==> src/rtl/face_match_pkg.sv <==
`default_nettype none
// +----------------------------------------------------------------------------+
// | face_match_pkg : shared types and fp32 ordering helpers for best-match     |
// | Revision 1.0 - initial release                                             |
// +----------------------------------------------------------------------------+
package face_match_pkg;

  typedef enum logic [1:0] {
    ST_COLLECT    = 2'd0,
    ST_EMIT_IDX   = 2'd1,
    ST_EMIT_SCORE = 2'd2
  } state_t;

  localparam logic [7:0] FP32_NAN_EXP = 8'hFF;

  // Maps fp32 bit patterns onto an unsigned total order with -0 below +0.
  function automatic logic [31:0] fp32_order_key(input logic [31:0] x);
    return x[31] ? ~x : (x ^ 32'h8000_0000);
  endfunction

  function automatic logic fp32_is_nan(input logic [31:0] x);
    return (x[30:23] == FP32_NAN_EXP) && (x[22:0] != 23'd0);
  endfunction

endpackage
`default_nettype wire

==> src/rtl/fp32_max_cmp.sv <==
`default_nettype none
// +----------------------------------------------------------------------------+
// | fp32_max_cmp : decides whether a candidate score displaces the best score  |
// | Revision 1.0 - initial release                                             |
// +----------------------------------------------------------------------------+
module fp32_max_cmp
  import face_match_pkg::*;
(
  input  logic [31:0] i_cand,
  input  logic [31:0] i_best,
  output logic        o_replace
);

  logic w_cand_nan;
  logic w_best_nan;
  logic w_greater;

  assign w_cand_nan = fp32_is_nan(i_cand);
  assign w_best_nan = fp32_is_nan(i_best);
  assign w_greater  = fp32_order_key(i_cand) > fp32_order_key(i_best);

  // A stored NaN only survives until the first real score arrives.
  assign o_replace = !w_cand_nan && (w_best_nan || w_greater);

endmodule
`default_nettype wire

==> src/rtl/best_match_tracker.sv <==
`default_nettype none
// +----------------------------------------------------------------------------+
// | best_match_tracker : streaming fp32 arg-max, emits index then score        |
// | Revision 1.0 - initial release                                             |
// +----------------------------------------------------------------------------+
module best_match_tracker
  import face_match_pkg::*;
#(
  parameter int IDX_W = 16
) (
  input  logic             bus_clk,
  input  logic             rst_n,
  input  logic [IDX_W-1:0] gallery_size,
  input  logic             in_wren,
  input  logic [31:0]      in_data,
  output logic             in_full,
  output logic             out_wren,
  output logic [31:0]      out_data,
  input  logic             out_full,
  output logic             busy
);

  localparam logic [IDX_W-1:0] c_one = IDX_W'(1);

  state_t           r_state;
  state_t           w_state_next;
  logic [IDX_W-1:0] r_cnt;
  logic [IDX_W-1:0] r_size;
  logic [31:0]      r_best_score;
  logic [IDX_W-1:0] r_best_idx;

  logic             w_accept;
  logic             w_first;
  logic             w_last;
  logic             w_replace;
  logic [IDX_W-1:0] w_size_in;
  logic [IDX_W-1:0] w_size_eff;

  assign w_accept   = in_wren && (r_state == ST_COLLECT);
  assign w_first    = (r_cnt == '0);
  assign w_size_in  = (gallery_size == '0) ? c_one : gallery_size;
  // The live port only matters on the first score; later scores use the latch.
  assign w_size_eff = w_first ? w_size_in : r_size;
  assign w_last     = (r_cnt == (w_size_eff - c_one));

  fp32_max_cmp u_cmp (
    .i_cand    (in_data),
    .i_best    (r_best_score),
    .o_replace (w_replace)
  );

  always_ff @(posedge bus_clk or negedge rst_n) begin
    if (!rst_n) begin
      r_state <= ST_COLLECT;
    end else begin
      r_state <= w_state_next;
    end
  end

  always_comb begin
    w_state_next = r_state;
    out_wren     = 1'b0;
    out_data     = 32'd0;
    case (r_state)
      ST_COLLECT: begin
        if (w_accept && w_last) begin
          w_state_next = ST_EMIT_IDX;
        end
      end
      ST_EMIT_IDX: begin
        out_data = 32'(r_best_idx);
        out_wren = !out_full;
        if (!out_full) begin
          w_state_next = ST_EMIT_SCORE;
        end
      end
      ST_EMIT_SCORE: begin
        out_data = r_best_score;
        out_wren = !out_full;
        if (!out_full) begin
          w_state_next = ST_COLLECT;
        end
      end
      default: begin
        w_state_next = ST_COLLECT;
      end
    endcase
  end

  always_ff @(posedge bus_clk or negedge rst_n) begin
    if (!rst_n) begin
      r_cnt        <= '0;
      r_size       <= c_one;
      r_best_score <= 32'd0;
      r_best_idx   <= '0;
    end else if (w_accept) begin
      if (w_first) begin
        r_size       <= w_size_in;
        r_best_score <= in_data;
        r_best_idx   <= '0;
      end else if (w_replace) begin
        r_best_score <= in_data;
        r_best_idx   <= r_cnt;
      end
      r_cnt <= w_last ? '0 : (r_cnt + c_one);
    end
  end

  assign in_full = (r_state != ST_COLLECT);
  assign busy    = (r_state != ST_COLLECT) || (r_cnt != '0);

endmodule
`default_nettype wire

==> config.mk <==
export PLATFORM = sky130hd
export DESIGN_NAME = best_match_tracker
export DESIGN_NICKNAME = d
export VERILOG_FILES = /design/src/rtl/face_match_pkg.sv /design/src/rtl/fp32_max_cmp.sv /design/src/rtl/best_match_tracker.sv
export SDC_FILE = /design/constraint.sdc
export NUM_CORES = 1
export LEC_CHECK = 0
export BUFFER_PORTS_ARGS = -buffer_cell sky130_fd_sc_hd__buf_2
export CORE_ASPECT_RATIO = 0.75
export CORE_MARGIN = 5
export CORE_UTILIZATION = 25
export CTS_CLUSTER_DIAMETER = 150
export DETAILED_ROUTE_END_ITERATION = 8
export HOLD_SLACK_MARGIN = 0.05
export PLACE_DENSITY = 0.43
export SETUP_SLACK_MARGIN = 0.5
export SLEW_MARGIN = 5
export SYNTH_ARGS = -nofsm -noshare
export SYNTH_HDL_FRONTEND = slang
export SYNTH_SLANG_ARGS = --single-unit
export TNS_END_PERCENT = 5
==> constraint.sdc <==
create_clock -name bus_clk -period 12.8 [get_ports bus_clk]
set_clock_uncertainty 0.2 [all_clocks]
set_input_delay 3.2 -clock bus_clk [delete_from_list [all_inputs] [get_ports bus_clk]]
set_output_delay 3.2 -clock bus_clk [all_outputs]
set_load 0.01 [all_outputs]
==> impl_metrics.py, run 1 <==
metrics = {
    "place": {
        "gp_congestion": 0.801,
        "port_buffers": 86,
        "hpwl_um": 14300,
        "dpl_cell_area_um2": 6960,
        "dp_slack_ps": 4810,
    },
    "min_path": {
        "hold_path_class": "reg2reg",
    },
    "clock_tree": {
        "cts.sinks": 82,
        "clockBufferDepth": 2,
        "post_cts_buffers": 0,
        "clkLatencyLatePin_ps": 350,
        "cts-root-buf": "clkbuf_16",
        "path_clk_slew_ps": 60,
        "numCtsBuffers": 9,
        "h-tree-depth": 3,
        "hold_buffers": 0,
        "post_cts_resized": 0,
        "cts_tree": "built",
    },
    "synth": {
        "synth_cell_types": 57,
        "ys_seq_area_share_pct": 33.2,
        "synthCells": 642,
        "synthesis.area_um2": 6190,
        "syn_area_per_cell_um2": 9.65,
        "synth-compound-area-share_pct": 11.8,
        "synth_fa_ha_area_share_pct": 7.88,
        "synth-edff-count": 0,
        "syn-num-nets": 733,
        "synthArstFlopShare_pct": 100,
        "yosys_warnings": 0,
        "synthMuxAreaShare_pct": 13.6,
        "synth_top_family_by_area": "simple AND/OR/NAND/NOR gates",
        "synth-simple-area-share_pct": 17.2,
        "synth-main-ff-cell": "dfrtp_1",
        "ys_seq_elements": 82,
        "synth_xor_area_share_pct": 13.2,
    },
    "routing": {
        "route.met2.wl_um": 8050,
        "route.detailed.drc": 0,
        "drt_pass1_iterations": 4,
        "met1_length_um": 9920,
        "final_antenna_net_count": 0,
        "wl_um": 18900,
        "drtIter0Drc": 275,
        "wl_met3_um": 670,
        "wl_per_cell_um": 18.1,
        "vias_per_cell": 4.76,
        "via_count": 4977,
        "topRoutingLayerUsed": "met5",
    },
    "sta": {
        "setup_violations": 0,
        "worst_slew_pin_slew_ps": 963,
        "max-slew-margin-rel_pct": 35.8,
        "rsz0062_at_grt": "no",
        "tns_ps": 0,
        "max_freq_ghz": 0.131,
        "finalHoldViolCount": 0,
        "setup_slack_ps": 5150,
        "slew_violations": 0,
        "min_period_ps": 7650,
        "fin_crit_sh_pct": 59.8,
    },
    "run_status": {
        "outcome": "completed",
    },
    "die": {
        "die-area_um2": 28100,
        "die_w_um": 192,
        "core_um2": 24200,
        "dieHeight_um": 146,
        "initial_utilization_pct": 25.6,
        "ios": 87,
        "rows": 49,
    },
    "critical_path": {
        "cp_top_family": "simple AND/OR/NAND/NOR gates",
        "max_stage_delay_ps": 740,
        "crit_path_start_kind": "input pin",
        "cp_num_cells": 15,
        "r2r_cells": 17,
        "cp.required_ps": 12790,
        "worstSetupEndpointType": "flop",
        "cp.arrival_ps": 7650,
        "r2r-end": "r_cnt[13]$_DFFE_PN0P_",
        "path_buf_inv": 1,
        "crit_end": "r_cnt[13]$_DFFE_PN0P_",
        "setup.worst_path.class": "in2reg",
        "crit_top_cell": "or3_1",
        "path_max_fanout": 11,
        "slowest_stage": "nor2b_1",
        "cp_cell_sequence": "buf_2 -> nor3_1 -> and3_1 -> a211o_1 -> o21ai_0 -> ha_1 -> or4b_4 -> or3_1 -> mux2_2 -> or3_1 -> a2bb2oi_2 -> nand4_1 -> nor4_2 -> nor2b_1 -> nor2_1",
        "r2r-start": "r_cnt[0]$_DFFE_PN0P_",
        "r2r_slack_ps": 6230,
        "crit_start": "gallery_size[2]",
    },
    "grt": {
        "antenna_found_initial": 1,
        "grt_use_total_pct": 13.5,
        "grt_pass1_wl_um": 29900,
        "grt_pass1_vias": 5125,
        "grt_overflow": 0,
        "grt_max_degree": 60,
    },
    "final_layout": {
        "area_growth_pct": 17.1,
        "multi_input_area_um2": 3950,
        "diodes": 0,
        "nFillCells": 2601,
        "final_core_util_pct": 30.0,
        "fin_area_um2": 7250,
        "fin_nets": 801,
        "layout-drive-gt1-share_pct": 24.5,
        "seq_area_um2": 2050,
    },
    "pwr": {
        "ir_worst_vdd_uv": 80.4,
        "p_leak_uw": 0.00319,
        "powerDensity_nw_per_um2": 173,
    },
    "run": {
        "drv_cap": 0,
    },
}
==> worst min-delay path by stage <==
stage / to / start / slack [ps] / depth (start not counted)
after global placement: r_best_idx[0]$_DFFE_PN0P_ / r_best_idx[0]$_DFFE_PN0P_ / 280 / 1
after CTS: r_best_idx[0]$_DFFE_PN0P_ / r_best_idx[0]$_DFFE_PN0P_ / 300 / 1
final: r_best_idx[0]$_DFFE_PN0P_ / r_best_idx[0]$_DFFE_PN0P_ / 300 / 1
after detailed placement: r_best_idx[0]$_DFFE_PN0P_ / r_best_idx[0]$_DFFE_PN0P_ / 280 / 1
after floorplan: r_best_idx[0]$_DFFE_PN0P_ / r_best_idx[0]$_DFFE_PN0P_ / 260 / 1
after global routing: r_best_idx[0]$_DFFE_PN0P_ / r_best_idx[0]$_DFFE_PN0P_ / 310 / 1
==> power breakdown <==
part           switching [uW]  total [uW]  internal, uW
combinational             236         521           285
clock                     115         267           152
sequential                134         469           334
==> layout by cell type, fill, tap and decap left out, drive strengths merged, types with 3 or more instances in the layout <==
master / n
clkbuf: 10
o21ai: 24
xnor2: 48
nor2b: 20
ha: 39
and3: 5
a211o: 3
o2bb2ai: 3
o21a: 4
o31ai: 5
nor3: 23
and4: 3
inv: 13
nor2: 34
buf: 95
mux2: 59
clkinvlp: 3
nand2: 30
nand3: 13
a2111oi: 3
dfrtp: 81
mux2i: 18
a21oi: 13
nor4: 17
nor4b: 4
nand4: 18
or3: 5
a21o: 12
xor2: 45
a22oi: 17
o211ai: 5
and2: 16
==> sequential cells by signal, summed over array words and instances (netlist names) <==
signal / cells
r_best_score: 32
r_best_idx: 16
r_cnt: 16
r_size: 16
r_state: 2
==> cells in the mapped netlist, types with 3 or more instances <==
cell       count  area (um^2)
and4_1         3         26.3
clkbuf_1      26         97.6
xor2_1        45          394
dfrtp_1       81         2030
nand4_1       18          113
inv_1         12         45.0
mux2_2        57          642
and3_1         5         31.3
o2bb2ai_1      3         26.3
ha_1          39          488
nand3_1       13         65.1
nor4b_1        4         35.0
nand2_1       30          113
a21oi_1       13         65.1
nor3_1        23          115
buf_1          6         22.5
nor2_1        34          128
o21a_1         4         30.0
a211o_1        3         26.3
o21ai_0       23          115
xnor2_1       48          420
nor4_1        16          100
nor2b_1       20          125
mux2i_1       18          180
and2_1        16          100
o211ai_1       5         37.5
a21o_1        12         90.1
or3_1          5         31.3
buf_2          4         20.0
a22oi_1       17          128
a2111oi_0      3         26.3
o31ai_1        5         37.5
==> routing by layer <==
layer / track usage [%] / vias up
met5: 0 / -
li1: - / 2461
met1: 20.7 / 2408
met3: 2.65 / 20
met4: 3.09 / 2
met2: 19.5 / 86
==> cell type report <==
cell class	instances	area share, %
flip-flops and latches	82	28.3
inverters	12	0.621
well taps	331	5.71
multi-input cells	510	54.4
clock inverters	6	0.914
clock buffers	10	3.16
repair buffers	95	6.90
==> kinds of logic after synthesis <==
logic type / count (synthesis)
flops: 82
mux: 77
simple gates: 197
xor+xnor: 93
compound gates: 104
fa+ha+maj: 39
buf+inv: 50
==> per-stage QoR <==
stage,total power (uW),instances,hold slack (ps)
after floorplan,846,642,257
after global placement,1000,1030,284
after detailed placement,997,1030,281
after CTS,1270,1046,298
after global routing,1370,1046,314
final,1260,1046,298
(Power assumes the default switching activity.)
==> run 2, diff against run 1 <==
==> constraint.sdc (replaced) <==
create_clock -name bus_clk -period 7.3 [get_ports bus_clk]
set_clock_uncertainty 0.2 [all_clocks]
set_input_delay 1.825 -clock bus_clk [delete_from_list [all_inputs] [get_ports bus_clk]]
set_output_delay 1.825 -clock bus_clk [all_outputs]
set_load 0.01 [all_outputs]
==> run 2 against run 1 <==
Combinational power increased by 79%. Clock power increased by 80%. Power increased by 77%. Die area unchanged. Largest cell class unchanged. Largest power group unchanged.
==> impl_metrics.py, run 2 (synthesis results as in run 1) <==
metrics = {
    "critical_path": {
        "cp.arrival_ps": 5980,
        "r2r-end": "r_cnt[9]$_DFFE_PN0P_",
        "crit_start": "gallery_size[2]",
        "crit_path_start_kind": "input pin",
        "r2r-start": "r_cnt[0]$_DFFE_PN0P_",
        "crit_top_cell": "or3_1",
        "cp_cell_sequence": "buf_2 -> nor3_1 -> and3_1 -> a211o_1 -> o21ai_0 -> ha_1 -> or4b_4 -> or3_1 -> mux2_2 -> or3_1 -> a2bb2oi_2 -> nand4_1 -> nor4_2 -> nor2b_1 -> buf_4 -> nor2_1",
        "r2r_cells": 18,
        "r2r_slack_ps": 1610,
        "slowest_stage": "nor4_2",
        "max_stage_delay_ps": 590,
        "worstSetupEndpointType": "flop",
        "setup.worst_path.class": "in2reg",
        "path_max_fanout": 11,
        "cp.required_ps": 7330,
    },
    "place": {
        "port_buffers": 86,
        "gp_congestion": 0.786,
        "dp_cells": 1032,
        "hpwl_um": 14300,
        "dpl_cell_area_um2": 6970,
    },
    "final_layout": {
        "layout-drive-gt1-share_pct": 24.8,
        "largest_register_ffs": 32,
        "nFillCells": 2595,
        "layout.cells.non_filler": 1049,
        "final_core_util_pct": 30.1,
        "mostFrequentLayoutCells": "buf_2 (85), dfrtp_1 (80), mux2_2 (57), xnor2_1 (48), xor2_1 (45)",
        "fin_area_um2": 7280,
        "largest-register": "r_best_score",
        "layout_commonest_cell": "buf_2",
        "fin_nets": 803,
        "area_growth_pct": 17.6,
    },
    "clock_tree": {
        "post_cts_resized": 0,
        "clockBufferDepth": 2,
        "hold_buffers": 0,
        "path_clk_slew_ps": 60,
        "cts_tree": "built",
        "h-tree-depth": 3,
        "cts-root-buf": "clkbuf_16",
        "post_cts_buffers": 0,
        "cts.sinks": 82,
        "numCtsBuffers": 9,
        "clkLatencyLatePin_ps": 350,
    },
    "sta": {
        "worst_slew_pin_slew_ps": 1160,
        "tns_ps": 0,
        "rsz0062_at_grt": "no",
        "max_freq_ghz": 0.168,
        "max-slew-margin-rel_pct": 22.5,
        "setup_violations": 0,
        "finalHoldViolCount": 0,
        "fin_crit_sh_pct": 81.5,
        "slew_violations": 0,
        "min_period_ps": 5950,
    },
    "die": {
        "die-area_um2": 28100,
        "core_um2": 24200,
        "dieHeight_um": 146,
        "rows": 49,
        "initial_utilization_pct": 25.6,
        "die_w_um": 192,
        "ios": 87,
    },
    "routing": {
        "drtIter0Drc": 270,
        "drt_pass1_iterations": 4,
        "final_antenna_net_count": 0,
        "via_count": 5004,
        "vias_per_cell": 4.77,
        "route.detailed.drc": 0,
        "wl_per_cell_um": 18.1,
        "wl_um": 19000,
    },
    "pwr": {
        "clock_power_share_pct": 21.6,
        "p_seq_share_pct": 36.5,
        "powerDensity_nw_per_um2": 306,
        "p_int_uw": 1370,
        "ir_worst_vdd_uv": 148,
        "switching_share_pct": 38.6,
        "p_sw_uw": 860,
        "p_leak_uw": 0.00321,
        "combPwrFrac_pct": 41.8,
    },
    "grt": {
        "grt_overflow": 0,
        "grt_use_total_pct": 13.7,
        "grtUsageMet3_pct": 2.48,
        "grt_util_met1_pct": 20.8,
        "grt_pass1_wl_um": 30300,
        "grt-busiest-layer": "met1",
        "met2_usage_pct": 20.3,
        "grt_pass1_vias": 5058,
        "grt_max_degree": 70,
        "antenna_found_initial": 0,
    },
    "min_path": {
        "whs_path_depth": 1,
        "whs_endpoint": "r_best_idx[0]$_DFFE_PN0P_",
        "worstHoldStart": "r_best_idx[0]$_DFFE_PN0P_",
        "hold_path_class": "reg2reg",
    },
    "run_status": {
        "outcome": "completed",
    },
    "run": {
        "drv_cap": 0,
    },
}
==> run 2: changes by cell type in the layout (fill, tap and decap cells not counted) <==
cell | before | now
clkinv_2 | 1 | 2
clkinv_4 | 0 | 1
buf_4 | 10 | 12
diode_2 | 0 | 1
clkinvlp_4 | 3 | 1
clkbuf_1 | 1 | 0
clkbuf_8 | 0 | 1
==> run 2: power groups by stage <==
stage / combinational (uW) / sequential [uW] / clock, uW
after floorplan: 790 / 693 / 0
after detailed placement: 924 / 824 / 0
after global routing: 1050 / 839 / 516
after CTS: 937 / 815 / 500
final: 932 / 814 / 481
after global placement: 936 / 825 / 0
==> run 2: routing by layer <==
metal	up-vias	share of wire [%]
met5	-	0
met4	0	0.63
met3	9	2.9
met2	74	44
met1	2456	52
li1	2465	-
==> run 2: worst max-delay path: cells and delay by family <==
kind | cells | cell delay [ps]
and+or+nand+nor | 9 | 2590
muxes | 1 | 280
buffers and inverters | 2 | 350
adders and majority gates | 1 | 370
AOI/OAI and AO/OA | 3 | 570
==> run 2: metrics by stage <==
step / setup slack [ps] / total power, uW / hold WS [ps]
finish: 1350 / 2230 / 303
global route: 1080 / 2410 / 312
CTS: 1410 / 2250 / 307
detailed placement: 1070 / 1750 / 294
global placement: 1120 / 1760 / 287
floorplan: 1590 / 1480 / 257
==> run 2: final cells by class <==
class	instances	area (um^2)	area share, %
well taps	331	414	5.69
repair buffers	97	515	7.08
clock inverters	6	65.1	0.894
multi-input cells	510	3950	54.2
inverters	12	45.0	0.619
flip-flops and latches	82	2050	28.2
diodes	1	2.50	0.0344
clock buffers	10	239	3.28
==> run 2: worst max-delay path by stage <==
stage | end | slack, ps | cells after the start
2_1_floorplan | r_state[0]$_DFFE_PN0P_ | 1590 | 15
3_3_place_gp | r_cnt[10]$_DFFE_PN0P_ | 1120 | 16
3_5_place_dp | r_cnt[9]$_DFFE_PN0P_ | 1070 | 16
4_1_cts | r_cnt[9]$_DFFE_PN0P_ | 1410 | 16
5_1_grt | r_cnt[10]$_DFFE_PN0P_ | 1080 | 16
6_report | r_cnt[9]$_DFFE_PN0P_ | 1350 | 16
